==> src/rtl/rom_loader_pkg.sv <==
// Shared types and constants for the serial boot loader.
package rom_loader_pkg;

  localparam int unsigned LEN_W          = 32;
  localparam int unsigned ADDR_W         = 32;
  localparam int unsigned WORD_W         = 32;
  localparam int unsigned BYTE_W         = 8;
  localparam int unsigned MEM_DEEPTH_DEF = 4096;

  // Loader protocol states
  typedef enum logic [2:0] {
    S_LEN   = 3'd0,
    S_DATA  = 3'd1,
    S_WRITE = 3'd2,
    S_DONE  = 3'd3,
    S_ERR   = 3'd4
  } ld_state_e;

  // UART receiver states
  typedef enum logic [1:0] {
    RX_IDLE  = 2'd0,
    RX_START = 2'd1,
    RX_DATA  = 2'd2,
    RX_STOP  = 2'd3
  } rx_state_e;

  // One ROM write transaction
  typedef struct packed {
    logic [ADDR_W-1:0] addr;
    logic [WORD_W-1:0] data;
  } rom_wr_t;

  // Clock cycles per UART bit
  function automatic int unsigned clks_per_bit(input int unsigned clk_freq,
                                               input int unsigned baud);
    return clk_freq / baud;
  endfunction

  // Byte address of word number idx
  function automatic logic [ADDR_W-1:0] word_addr(input logic [ADDR_W-1:0] base,
                                                  input logic [LEN_W-1:0]  idx);
    return base + ADDR_W'(idx << 2);
  endfunction

endpackage

==> src/rtl/rom_loader_uart_rx.sv <==
// 8N1 UART receiver: synchroniser, mid-bit sampling, byte/framing-error pulses.
module rom_loader_uart_rx
  import rom_loader_pkg::*;
#(
  parameter int unsigned CLK_FREQ = 100_000_000,
  parameter int unsigned BAUD     = 115_200
) (
  input  logic              clk_100MHz,
  input  logic              rst,
  input  logic              uart_rx_i,
  output logic              rx_valid_o,
  output logic [BYTE_W-1:0] rx_byte_o,
  output logic              frame_err_o
);

  localparam int unsigned CPB   = clks_per_bit(CLK_FREQ, BAUD);
  localparam int unsigned CNT_W = (CPB > 1) ? $clog2(CPB) : 1;
  localparam int unsigned BIT_W = 3;

  logic              rx_s1_q, rx_s2_q, rx_prev_q;
  rx_state_e         state_q, state_d;
  logic [CNT_W-1:0]  cnt_q, cnt_d;
  logic [BIT_W-1:0]  bit_q, bit_d;
  logic [BYTE_W-1:0] shift_q, shift_d;
  logic              valid_q, valid_d;
  logic              ferr_q, ferr_d;

  // Two-flop synchroniser plus edge-detect history; line idles high
  always_ff @(posedge clk_100MHz) begin
    if (rst) begin
      rx_s1_q   <= 1'b1;
      rx_s2_q   <= 1'b1;
      rx_prev_q <= 1'b1;
    end else begin
      rx_s1_q   <= uart_rx_i;
      rx_s2_q   <= rx_s1_q;
      rx_prev_q <= rx_s2_q;
    end
  end

  // Receiver state and datapath registers
  always_ff @(posedge clk_100MHz) begin
    if (rst) begin
      state_q <= RX_IDLE;
      cnt_q   <= '0;
      bit_q   <= '0;
      shift_q <= '0;
      valid_q <= 1'b0;
      ferr_q  <= 1'b0;
    end else begin
      state_q <= state_d;
      cnt_q   <= cnt_d;
      bit_q   <= bit_d;
      shift_q <= shift_d;
      valid_q <= valid_d;
      ferr_q  <= ferr_d;
    end
  end

  // Bit timing: confirm start at half bit, then sample each bit centre
  always_comb begin
    state_d = state_q;
    cnt_d   = cnt_q;
    bit_d   = bit_q;
    shift_d = shift_q;
    valid_d = 1'b0;
    ferr_d  = 1'b0;
    unique case (state_q)
      RX_IDLE: begin
        cnt_d = '0;
        bit_d = '0;
        if (rx_prev_q && !rx_s2_q) state_d = RX_START;
      end
      RX_START: begin
        if (cnt_q == CNT_W'(CPB / 2 - 1)) begin
          cnt_d   = '0;
          state_d = rx_s2_q ? RX_IDLE : RX_DATA;
        end else begin
          cnt_d = cnt_q + CNT_W'(1);
        end
      end
      RX_DATA: begin
        if (cnt_q == CNT_W'(CPB - 1)) begin
          cnt_d   = '0;
          shift_d = {rx_s2_q, shift_q[BYTE_W-1:1]};
          bit_d   = bit_q + BIT_W'(1);
          if (bit_q == BIT_W'(BYTE_W - 1)) state_d = RX_STOP;
        end else begin
          cnt_d = cnt_q + CNT_W'(1);
        end
      end
      RX_STOP: begin
        if (cnt_q == CNT_W'(CPB - 1)) begin
          cnt_d   = '0;
          state_d = RX_IDLE;
          if (rx_s2_q) valid_d = 1'b1;
          else         ferr_d  = 1'b1;
        end else begin
          cnt_d = cnt_q + CNT_W'(1);
        end
      end
      default: state_d = RX_IDLE;
    endcase
  end

  assign rx_valid_o  = valid_q;
  assign rx_byte_o   = shift_q;
  assign frame_err_o = ferr_q;

endmodule

==> src/rtl/rom_loader.sv <==
// Serial boot loader: UART image -> ROM write port, core held until load completes.
module rom_loader
  import rom_loader_pkg::*;
#(
  parameter int unsigned       CLK_FREQ   = 100_000_000,
  parameter int unsigned       BAUD       = 115_200,
  parameter int unsigned       MEM_DEEPTH = MEM_DEEPTH_DEF,
  parameter logic [ADDR_W-1:0] BASE_ADDR  = 32'h0000_0000,
  parameter int unsigned       TIMEOUT    = 1_000_000
) (
  input  logic              clk_100MHz,
  input  logic              rst,
  input  logic              uart_rx_i,
  output logic              w_ena_o,
  output logic [ADDR_W-1:0] w_addr_o,
  output logic [WORD_W-1:0] w_data_o,
  output logic              cpu_hold_o,
  output logic              load_done_o,
  output logic              load_err_o
);

  localparam int unsigned IDLE_W = $clog2(TIMEOUT + 1);

  logic              rx_valid;
  logic [BYTE_W-1:0] rx_byte;
  logic              frame_err;

  ld_state_e         state_q, state_d;
  logic [1:0]        byte_cnt_q, byte_cnt_d;
  logic [LEN_W-1:0]  len_q, len_d;
  logic [WORD_W-1:0] word_q, word_d;
  logic [LEN_W-1:0]  word_cnt_q, word_cnt_d;
  logic [IDLE_W-1:0] idle_q, idle_d;
  rom_wr_t           wr_q, wr_d;
  logic              w_ena_q, w_ena_d;
  logic              hold_q, hold_d;
  logic              done_q, done_d;
  logic              err_q, err_d;

  logic [LEN_W-1:0]  len_shift;
  logic [WORD_W-1:0] word_shift;
  logic              idle_expired;

  rom_loader_uart_rx #(
    .CLK_FREQ (CLK_FREQ),
    .BAUD     (BAUD)
  ) u_rx (
    .clk_100MHz  (clk_100MHz),
    .rst         (rst),
    .uart_rx_i   (uart_rx_i),
    .rx_valid_o  (rx_valid),
    .rx_byte_o   (rx_byte),
    .frame_err_o (frame_err)
  );

  // Little-endian assembly: each new byte enters at the top and slides down
  assign len_shift    = {rx_byte, len_q[LEN_W-1:BYTE_W]};
  assign word_shift   = {rx_byte, word_q[WORD_W-1:BYTE_W]};
  assign idle_expired = (idle_q == IDLE_W'(TIMEOUT - 1));

  // Loader state, datapath and registered outputs
  always_ff @(posedge clk_100MHz) begin
    if (rst) begin
      state_q    <= S_LEN;
      byte_cnt_q <= '0;
      len_q      <= '0;
      word_q     <= '0;
      word_cnt_q <= '0;
      idle_q     <= '0;
      wr_q       <= '0;
      w_ena_q    <= 1'b0;
      hold_q     <= 1'b1;
      done_q     <= 1'b0;
      err_q      <= 1'b0;
    end else begin
      state_q    <= state_d;
      byte_cnt_q <= byte_cnt_d;
      len_q      <= len_d;
      word_q     <= word_d;
      word_cnt_q <= word_cnt_d;
      idle_q     <= idle_d;
      wr_q       <= wr_d;
      w_ena_q    <= w_ena_d;
      hold_q     <= hold_d;
      done_q     <= done_d;
      err_q      <= err_d;
    end
  end

  // Protocol FSM: length, data bytes, single-cycle write, terminal states
  always_comb begin
    state_d    = state_q;
    byte_cnt_d = byte_cnt_q;
    len_d      = len_q;
    word_d     = word_q;
    word_cnt_d = word_cnt_q;
    idle_d     = idle_q;
    wr_d       = wr_q;
    unique case (state_q)
      S_LEN: begin
        if (frame_err) begin
          state_d = S_ERR;
        end else if (rx_valid) begin
          len_d      = len_shift;
          byte_cnt_d = byte_cnt_q + 2'd1;
          idle_d     = '0;
          if (byte_cnt_q == 2'd3) begin
            if (len_shift == '0)                       state_d = S_DONE;
            else if (len_shift > LEN_W'(MEM_DEEPTH))   state_d = S_ERR;
            else                                       state_d = S_DATA;
          end
        end else if (byte_cnt_q != 2'd0) begin
          if (idle_expired) state_d = S_ERR;
          else              idle_d  = idle_q + IDLE_W'(1);
        end
      end
      S_DATA: begin
        if (frame_err) begin
          state_d = S_ERR;
        end else if (rx_valid) begin
          word_d     = word_shift;
          byte_cnt_d = byte_cnt_q + 2'd1;
          idle_d     = '0;
          if (byte_cnt_q == 2'd3) begin
            state_d   = S_WRITE;
            wr_d.addr = word_addr(BASE_ADDR, word_cnt_q);
            wr_d.data = word_shift;
          end
        end else if (idle_expired) begin
          state_d = S_ERR;
        end else begin
          idle_d = idle_q + IDLE_W'(1);
        end
      end
      S_WRITE: begin
        word_cnt_d = word_cnt_q + LEN_W'(1);
        if (frame_err) begin
          state_d = S_ERR;
        end else if (word_cnt_q + LEN_W'(1) == len_q) begin
          state_d = S_DONE;
        end else begin
          state_d = S_DATA;
          // A byte landing here is kept so no data is lost
          if (rx_valid) begin
            word_d     = word_shift;
            byte_cnt_d = byte_cnt_q + 2'd1;
            idle_d     = '0;
          end
        end
      end
      S_DONE:  state_d = S_DONE;
      S_ERR:   state_d = S_ERR;
      default: state_d = S_ERR;
    endcase
  end

  // Outputs follow the state being entered so they line up with it
  always_comb begin
    w_ena_d = (state_d == S_WRITE);
    hold_d  = (state_d != S_DONE);
    done_d  = (state_d == S_DONE);
    err_d   = (state_d == S_ERR);
  end

  assign w_ena_o     = w_ena_q;
  assign w_addr_o    = wr_q.addr;
  assign w_data_o    = wr_q.data;
  assign cpu_hold_o  = hold_q;
  assign load_done_o = done_q;
  assign load_err_o  = err_q;

endmodule

==> config.mk <==
export PLATFORM = sky130hd
export DESIGN_NAME = rom_loader
export DESIGN_NICKNAME = d
export VERILOG_FILES = /design/src/rtl/rom_loader_pkg.sv /design/src/rtl/rom_loader_uart_rx.sv /design/src/rtl/rom_loader.sv
export SDC_FILE = /design/constraint.sdc
export NUM_CORES = 1
export LEC_CHECK = 0
export CORE_MARGIN = 4
export CORE_UTILIZATION = 35
export CTS_BUF_LIST = sky130_fd_sc_hd__clkbuf_16
export CTS_CLUSTER_SIZE = 28
export DETAILED_ROUTE_END_ITERATION = 8
export HOLD_SLACK_MARGIN = 0.15
export SETUP_SLACK_MARGIN = 0.2
export SYNTH_ARGS = -nofsm -noshare
export SYNTH_HDL_FRONTEND = slang
export SYNTH_HIERARCHICAL = 1
export SYNTH_SLANG_ARGS = --single-unit
==> constraint.sdc <==
create_clock -name clk_100MHz -period 6.35 [get_ports clk_100MHz]
set_input_delay 1.905 -clock clk_100MHz [delete_from_list [all_inputs] [get_ports clk_100MHz]]
set_output_delay 1.905 -clock clk_100MHz [all_outputs]
set_load 0.01 [all_outputs]
==> results.toml, run 1 <==
[run_status]
run_status = "complete, no violations"

[place]
numPortBuffers = 68
dp.final_hpwl_um = 15800
gp_congestion = 0.852
placedCellCount = 1562

[yosys]
synth_xor_xnor_area_share_pct = 6.31
syn-cell-area_um2 = 9710
synth_top_family_by_area = "simple AND/OR/NAND/NOR gates"
synth_edf_count = 0
ys_warn_count = 6
synth_compound_area_share_pct = 13.2
synth_ff_type = "dfxtp_1"
ys_ff_latch = 207
synth-adder-area-share_pct = 1.16
yosys.area_share.simple_pct = 27.2
synthDistinctLibCells = 68
async_reset_ff_share_pct = 0
synth_seq_area_share_pct = 42.7
avgSynthCellArea_um2 = 8.07
synth_cells = 1204
synthMuxAreaShare_pct = 4.14

[detailed_routing]
drt_pass1_iterations = 4
routed_via_density = 5.12
postRouteAntennaNets = 0
drtIter0Drc = 573
routed_wl_um = 23400
drc = 0
wl_per_cell_um = 14.6
vias = 8227

[grt]
first_global_vias = 7768
grt_pass1_wl_um = 38800
grt_max_degree = 85
antenna_found_initial = 0
track_usage_pct = 14.7
overflow = 0

[sta]
fin_skew_ns = 0.0145
max_slew_margin_pct = 31.0
rsz0062_at_grt = "false"
final.setup.tns_ns = 0
hold_viol_final = 0
worstMarginPinSlew_ns = 1.03
period_needed_ns = 3.91
clock.fmax_ghz = 0.256
finalSetupViolCount = 0
slew_violations = 0
fin_crit_sh_pct = 61.5

[die]
ios = 71
core_um2 = 27100
die_width_um = 175
initial_utilization_pct = 35.8
rows = 60
fp.dieH_um = 175
die_area_um2 = 30500

[cells_and_area]
antenna-diode-count = 0
nets = 1229
fin_cells = 1606
drive_gt1_share_pct = 5.19
syn_to_final_growth_pct = 17.3
fillCellCount = 2735
multi_input_area_um2 = 5080
regArea_um2 = 4140

[worst_hold_path]
hold_depth = 1
holdCritPathClass = "reg -> reg"
hp-start = "u_rx/rx_s1_q$_SDFF_PP1_"

[worst_setup_path]
critical_path.slowest_cell = "or3_1"
start_kind = "flip-flop"
cp_data_arrival_time_ns = 4.34
cp_cell_sequence = "ha_1 -> and3_1 -> nand2_1 -> or4_1 -> a22oi_1 -> nand4b_1 -> nor4_4 -> or3_1 -> mux2i_1"
end_kind = "flip-flop"
startpoint = "word_cnt_q[0]$_SDFFE_PP0N_"
required_ns = 6.78
cp_max_fo = 15
critical-path-max-stage-delay_ns = 0.77
r2r_cells = 9
r2r-start = "word_cnt_q[0]$_SDFFE_PP0N_"
timing_worst_setup_path_type = "reg -> reg"

[pwr]
vdd_ir_drop_max_mv = 0.180
p_leak_nw = 3.74
p_per_area_nw_per_um2 = 248

[clock_tree]
hold_buffers = 0
cts_tree = "yes"
cts.sinks = 207
clockBufferDepth = 3
htreeDepth = 1
ctsRootBufferMaster = "clkbuf_16"
cts_buffers = 25
clk_pin_slew_ns = 0.06
cts_setup_buffers = 0
clock_latency_ns = 0.53
post_cts_resized = 0

[flow_run]
cap_violations = 0
[through the flow]
stage	cell area (µm²)	util (%)	power, mW	worst slack, ns	hold WS [ns]
floorplan	9710	-	1.41	3.17	0.389
global route	11400	42.0	2.92	2.09	0.428
CTS	11400	42.0	2.86	2.40	0.414
detailed placement	10600	39.0	1.42	2.21	0.396
global placement	10600	39.0	1.42	2.21	0.402
finish	11400	42.0	2.82	2.44	0.414
[placed cells by master, fill, tap and decap left out, types with 35 or more instances in the layout]
cell type | synthesis | routed
nand2_1 | 251 | 250
nand2b_1 | 41 | 41
a21oi_1 | 107 | 107
xnor2_1 | 42 | 42
inv_1 | 33 | 39
nand4_1 | 35 | 35
mux2i_1 | 39 | 39
dfxtp_1 | 207 | 207
nor2_1 | 56 | 56
clkdlybuf4s50_1 | 0 | 67
[flip-flops by register name, indices dropped and copies added (netlist names), 2 cells and up, named ones only]
register / count
state_q: 3
word_q: 24
u_rx/cnt_q: 10
u_rx/bit_q: 3
byte_cnt_q: 2
idle_q: 20
w_data_o: 32
u_rx/rx_byte_o: 8
w_addr_o: 30
word_cnt_q: 32
len_q: 32
[layout make-up]
type | count | area share [%]
flip-flops and latches | 207 | 36.4
well taps | 372 | 4.09
repair buffers | 77 | 6.55
multi-input cells | 873 | 44.6
inverters | 33 | 1.09
clock buffers | 25 | 5.49
clock inverters | 19 | 1.80
[metal layers]
metal,routed length [µm],GRT usage [%]
met1,11000,19.8
met2,10900,24.8
met3,1050,2.52
met4,435,3.31
met5,0,0
[synth_stat cells, drive strengths merged, types with 5 or more instances]
cell type | number | area share, %
nor2b | 5 | 0.32
a221oi | 6 | 0.54
mux2i | 39 | 4.0
clkbuf | 77 | 3.0
and4 | 7 | 0.63
a31oi | 21 | 1.4
inv | 33 | 1.3
xor2 | 28 | 2.5
dfxtp | 207 | 43
o31ai | 9 | 0.98
nand2b | 41 | 2.6
xnor2 | 42 | 3.8
a211oi | 8 | 0.62
a21oi | 107 | 5.5
or4 | 8 | 0.62
nand3 | 27 | 1.4
nor3b | 7 | 0.59
ha | 9 | 1.2
and2 | 6 | 0.39
o21ai | 31 | 1.6
nor2 | 56 | 2.2
nor4 | 23 | 1.6
buf | 15 | 1.0
nand4 | 36 | 2.4
a21o | 6 | 0.46
nor3 | 32 | 1.6
or3 | 17 | 1.1
nand2 | 252 | 9.8
and3 | 5 | 0.32
[power breakdown]
| group | leakage (nW) | switching [mW] | total (mW) | internal [mW] |
|---|---|---|---|---|
| clock network | 0.427 | 0.551 | 1.43 | 0.879 |
| logic | 1.64 | 0.0370 | 0.0557 | 0.0187 |
| registers | 1.67 | 0.0201 | 1.34 | 1.32 |
[worst max-delay path, delay by kind of cell, from the launching register on]
| family | cells | cell delay, ns |
|---|---|---|
| flip-flops | 1 | 0.53 |
| adder cells (fa/ha/maj) | 1 | 0.36 |
| multiplexers | 1 | 0.29 |
| AND/OR/NAND/NOR | 6 | 2.44 |
| AO/OA/AOI/OAI | 1 | 0.20 |
[cell families (layout without fill, tap and decap cells)]
kind of cell / after synthesis / count (layout)
AND/OR/NAND/NOR: 540 / 540
AO/OA/AOI/OAI: 212 / 212
flip-flops: 207 / 207
buffers and inverters: 125 / 154
XOR/XNOR: 70 / 70
multiplexers: 40 / 40
adder cells (fa/ha/maj): 9 / 9
other: 1 / 2
[path summary, 6_finish.rpt]
check | endpoint | slack (ns)
min reg2reg | u_rx/rx_s2_q$_SDFF_PP1_ | 0.41
min | u_rx/rx_s2_q$_SDFF_PP1_ | 0.41
max | word_q[21]$_SDFFE_PP0P_ | 2.44
max reg2reg | word_q[21]$_SDFFE_PP0P_ | 2.44
No activity file was read; power rests on OpenSTA's default activity.
==> run 2, diff against run 1 <==
Clock period 6.35 ns to 3.4 ns, I/O delays scaled along.
==> results.toml, run 2 (same netlist as run 1, synthesis figures left out) <==
[pwr]
p_per_area_nw_per_um2 = 440
vdd_ir_drop_max_mv = 0.358
total_power_mw = 5.09
p_leak_nw = 3.80

[cells_and_area]
mostFrequentLayoutCells = "250 x nand2_1, 192 x dfxtp_1, 107 x a21oi_1, 67 x clkdlybuf4s50_1, 55 x nor2_1"
nets = 1243
fin_cells = 1620
syn_to_final_growth_pct = 19.2
antenna-diode-count = 0
layout_commonest_cell = "nand2_1"
drive_gt1_share_pct = 8.57

[grt]
grt_max_degree = 91
grt_pass1_wl_um = 39400
antenna_found_initial = 0
overflow = 0
first_global_vias = 7731
track_usage_pct = 14.9

[clock_tree]
hold_buffers = 0
clockBufferDepth = 3
ctsRootBufferMaster = "clkbuf_16"
cts_tree = "yes"
clock_latency_ns = 0.53
clk_pin_slew_ns = 0.06
cts_buffers = 24
htreeDepth = 1
cts.sinks = 207

[detailed_routing]
routed_wl_um = 23500
routed_via_density = 5.12
drc = 0
drt_pass1_iterations = 5
vias = 8296
drtIter0Drc = 497
postRouteAntennaNets = 0
wl_per_cell_um = 14.5

[worst_setup_path]
start_kind = "flip-flop"
timing_worst_setup_path_type = "reg -> reg"
cp_cell_sequence = "buf_4 -> ha_1 -> and3_2 -> nand2_1 -> or4_1 -> a22oi_1 -> nand4b_1 -> nor4_4 -> buf_4 -> nor3b_1 -> mux2_2"
cp_data_arrival_time_ns = 3.43
cp_max_fo = 6
required_ns = 3.82
crit_path_frequent_cell = "buf_4"
critical-path-max-stage-delay_ns = 0.53
critical_path.slowest_cell = "or4_1"
end_kind = "flip-flop"

[sta]
fin_crit_sh_pct = 88.6
final.setup.tns_ns = 0
rsz0062_at_grt = "true"
finalSetupViolCount = 0
period_needed_ns = 3.01
clock.fmax_ghz = 0.332
max_slew_margin_pct = 45.9
worstMarginPinSlew_ns = 0.812
hold_viol_final = 0
fin_skew_ns = 0.0154
slew_violations = 0
hold-worst-slack_ns = 0.409

[die]
rows = 60
core_um2 = 27100
initial_utilization_pct = 35.8
die_area_um2 = 30500
die_width_um = 175
fp.dieH_um = 175
ios = 71

[place]
placedCellCount = 1574
gp_congestion = 0.894
numPortBuffers = 68
dp.final_hpwl_um = 16000

[worst_hold_path]
holdCritPathClass = "reg -> reg"

[flow_run]
cap_violations = 0

[run_status]
run_status = "complete, no violations"
-- run 2: worst paths after layout --
path                                    from                         end  slack [ns]  depth (start not counted)
setup / recovery  word_cnt_q[0]$_SDFFE_PP0N_  byte_cnt_q[0]$_SDFFE_PP0P_        0.39                         11
hold / removal       u_rx/rx_s1_q$_SDFF_PP1_     u_rx/rx_s2_q$_SDFF_PP1_        0.41                          1
setup reg to reg  word_cnt_q[0]$_SDFFE_PP0N_  byte_cnt_q[0]$_SDFFE_PP0P_        0.39                         11
hold reg to reg      u_rx/rx_s1_q$_SDFF_PP1_     u_rx/rx_s2_q$_SDFF_PP1_        0.41                          1
-- run 2: what timing repair did --
| item | in CTS | in global routing |
|---|---|---|
| setup buffers | 0 | 2 |
| endpoints found under the setup margin | 15 | 49 |
| resized for setup | 2 | 30 |
| cloned | 0 | 1 |
| pin swaps | 0 | 3 |
-- run 2: power breakdown --
part | internal (mW) | switching (mW)
clock network | 1.45 | 1.04
logic | 0.0369 | 0.0701
registers | 2.46 | 0.0385
-- run 2: worst max-delay path, delay by kind of cell, from the launching register on --
kind            cells  cell delay (ns)
mux                 1             0.28
compound gates      1             0.17
simple gates        6             1.54
flops               1             0.39
fa+ha+maj           1             0.15
buf+inv             2             0.37
-- run 2: area by class of cell --
| class | instances | area, µm² |
|---|---|---|
| Fill cell | 2710 | 15500 |
| Multi-Input combinational cell | 874 | 5160 |
| Sequential cell | 207 | 4170 |
| Timing Repair Buffer | 91 | 883 |
| Clock buffer | 24 | 601 |
| Tap cell | 372 | 465 |
| Clock inverter | 19 | 178 |
| Inverter | 33 | 124 |
-- run 2: through the flow --
step	setup slack, ns	area [µm²]	util (%)
6_report	0.388	11600	42.7
3_3_place_gp	0.268	10700	39.3
5_1_grt	0.196	11600	42.7
2_1_floorplan	0.499	9710	-
3_5_place_dp	0.181	10700	39.3
4_1_cts	0.203	11400	42.2
-- run 2: routing by layer --
layer / part of all wire, % / GRT usage [%]
met5: 0 / 0
met4: 1.8 / 3.37
met3: 3.7 / 2.13
met2: 47 / 24.4
met1: 48 / 21.0
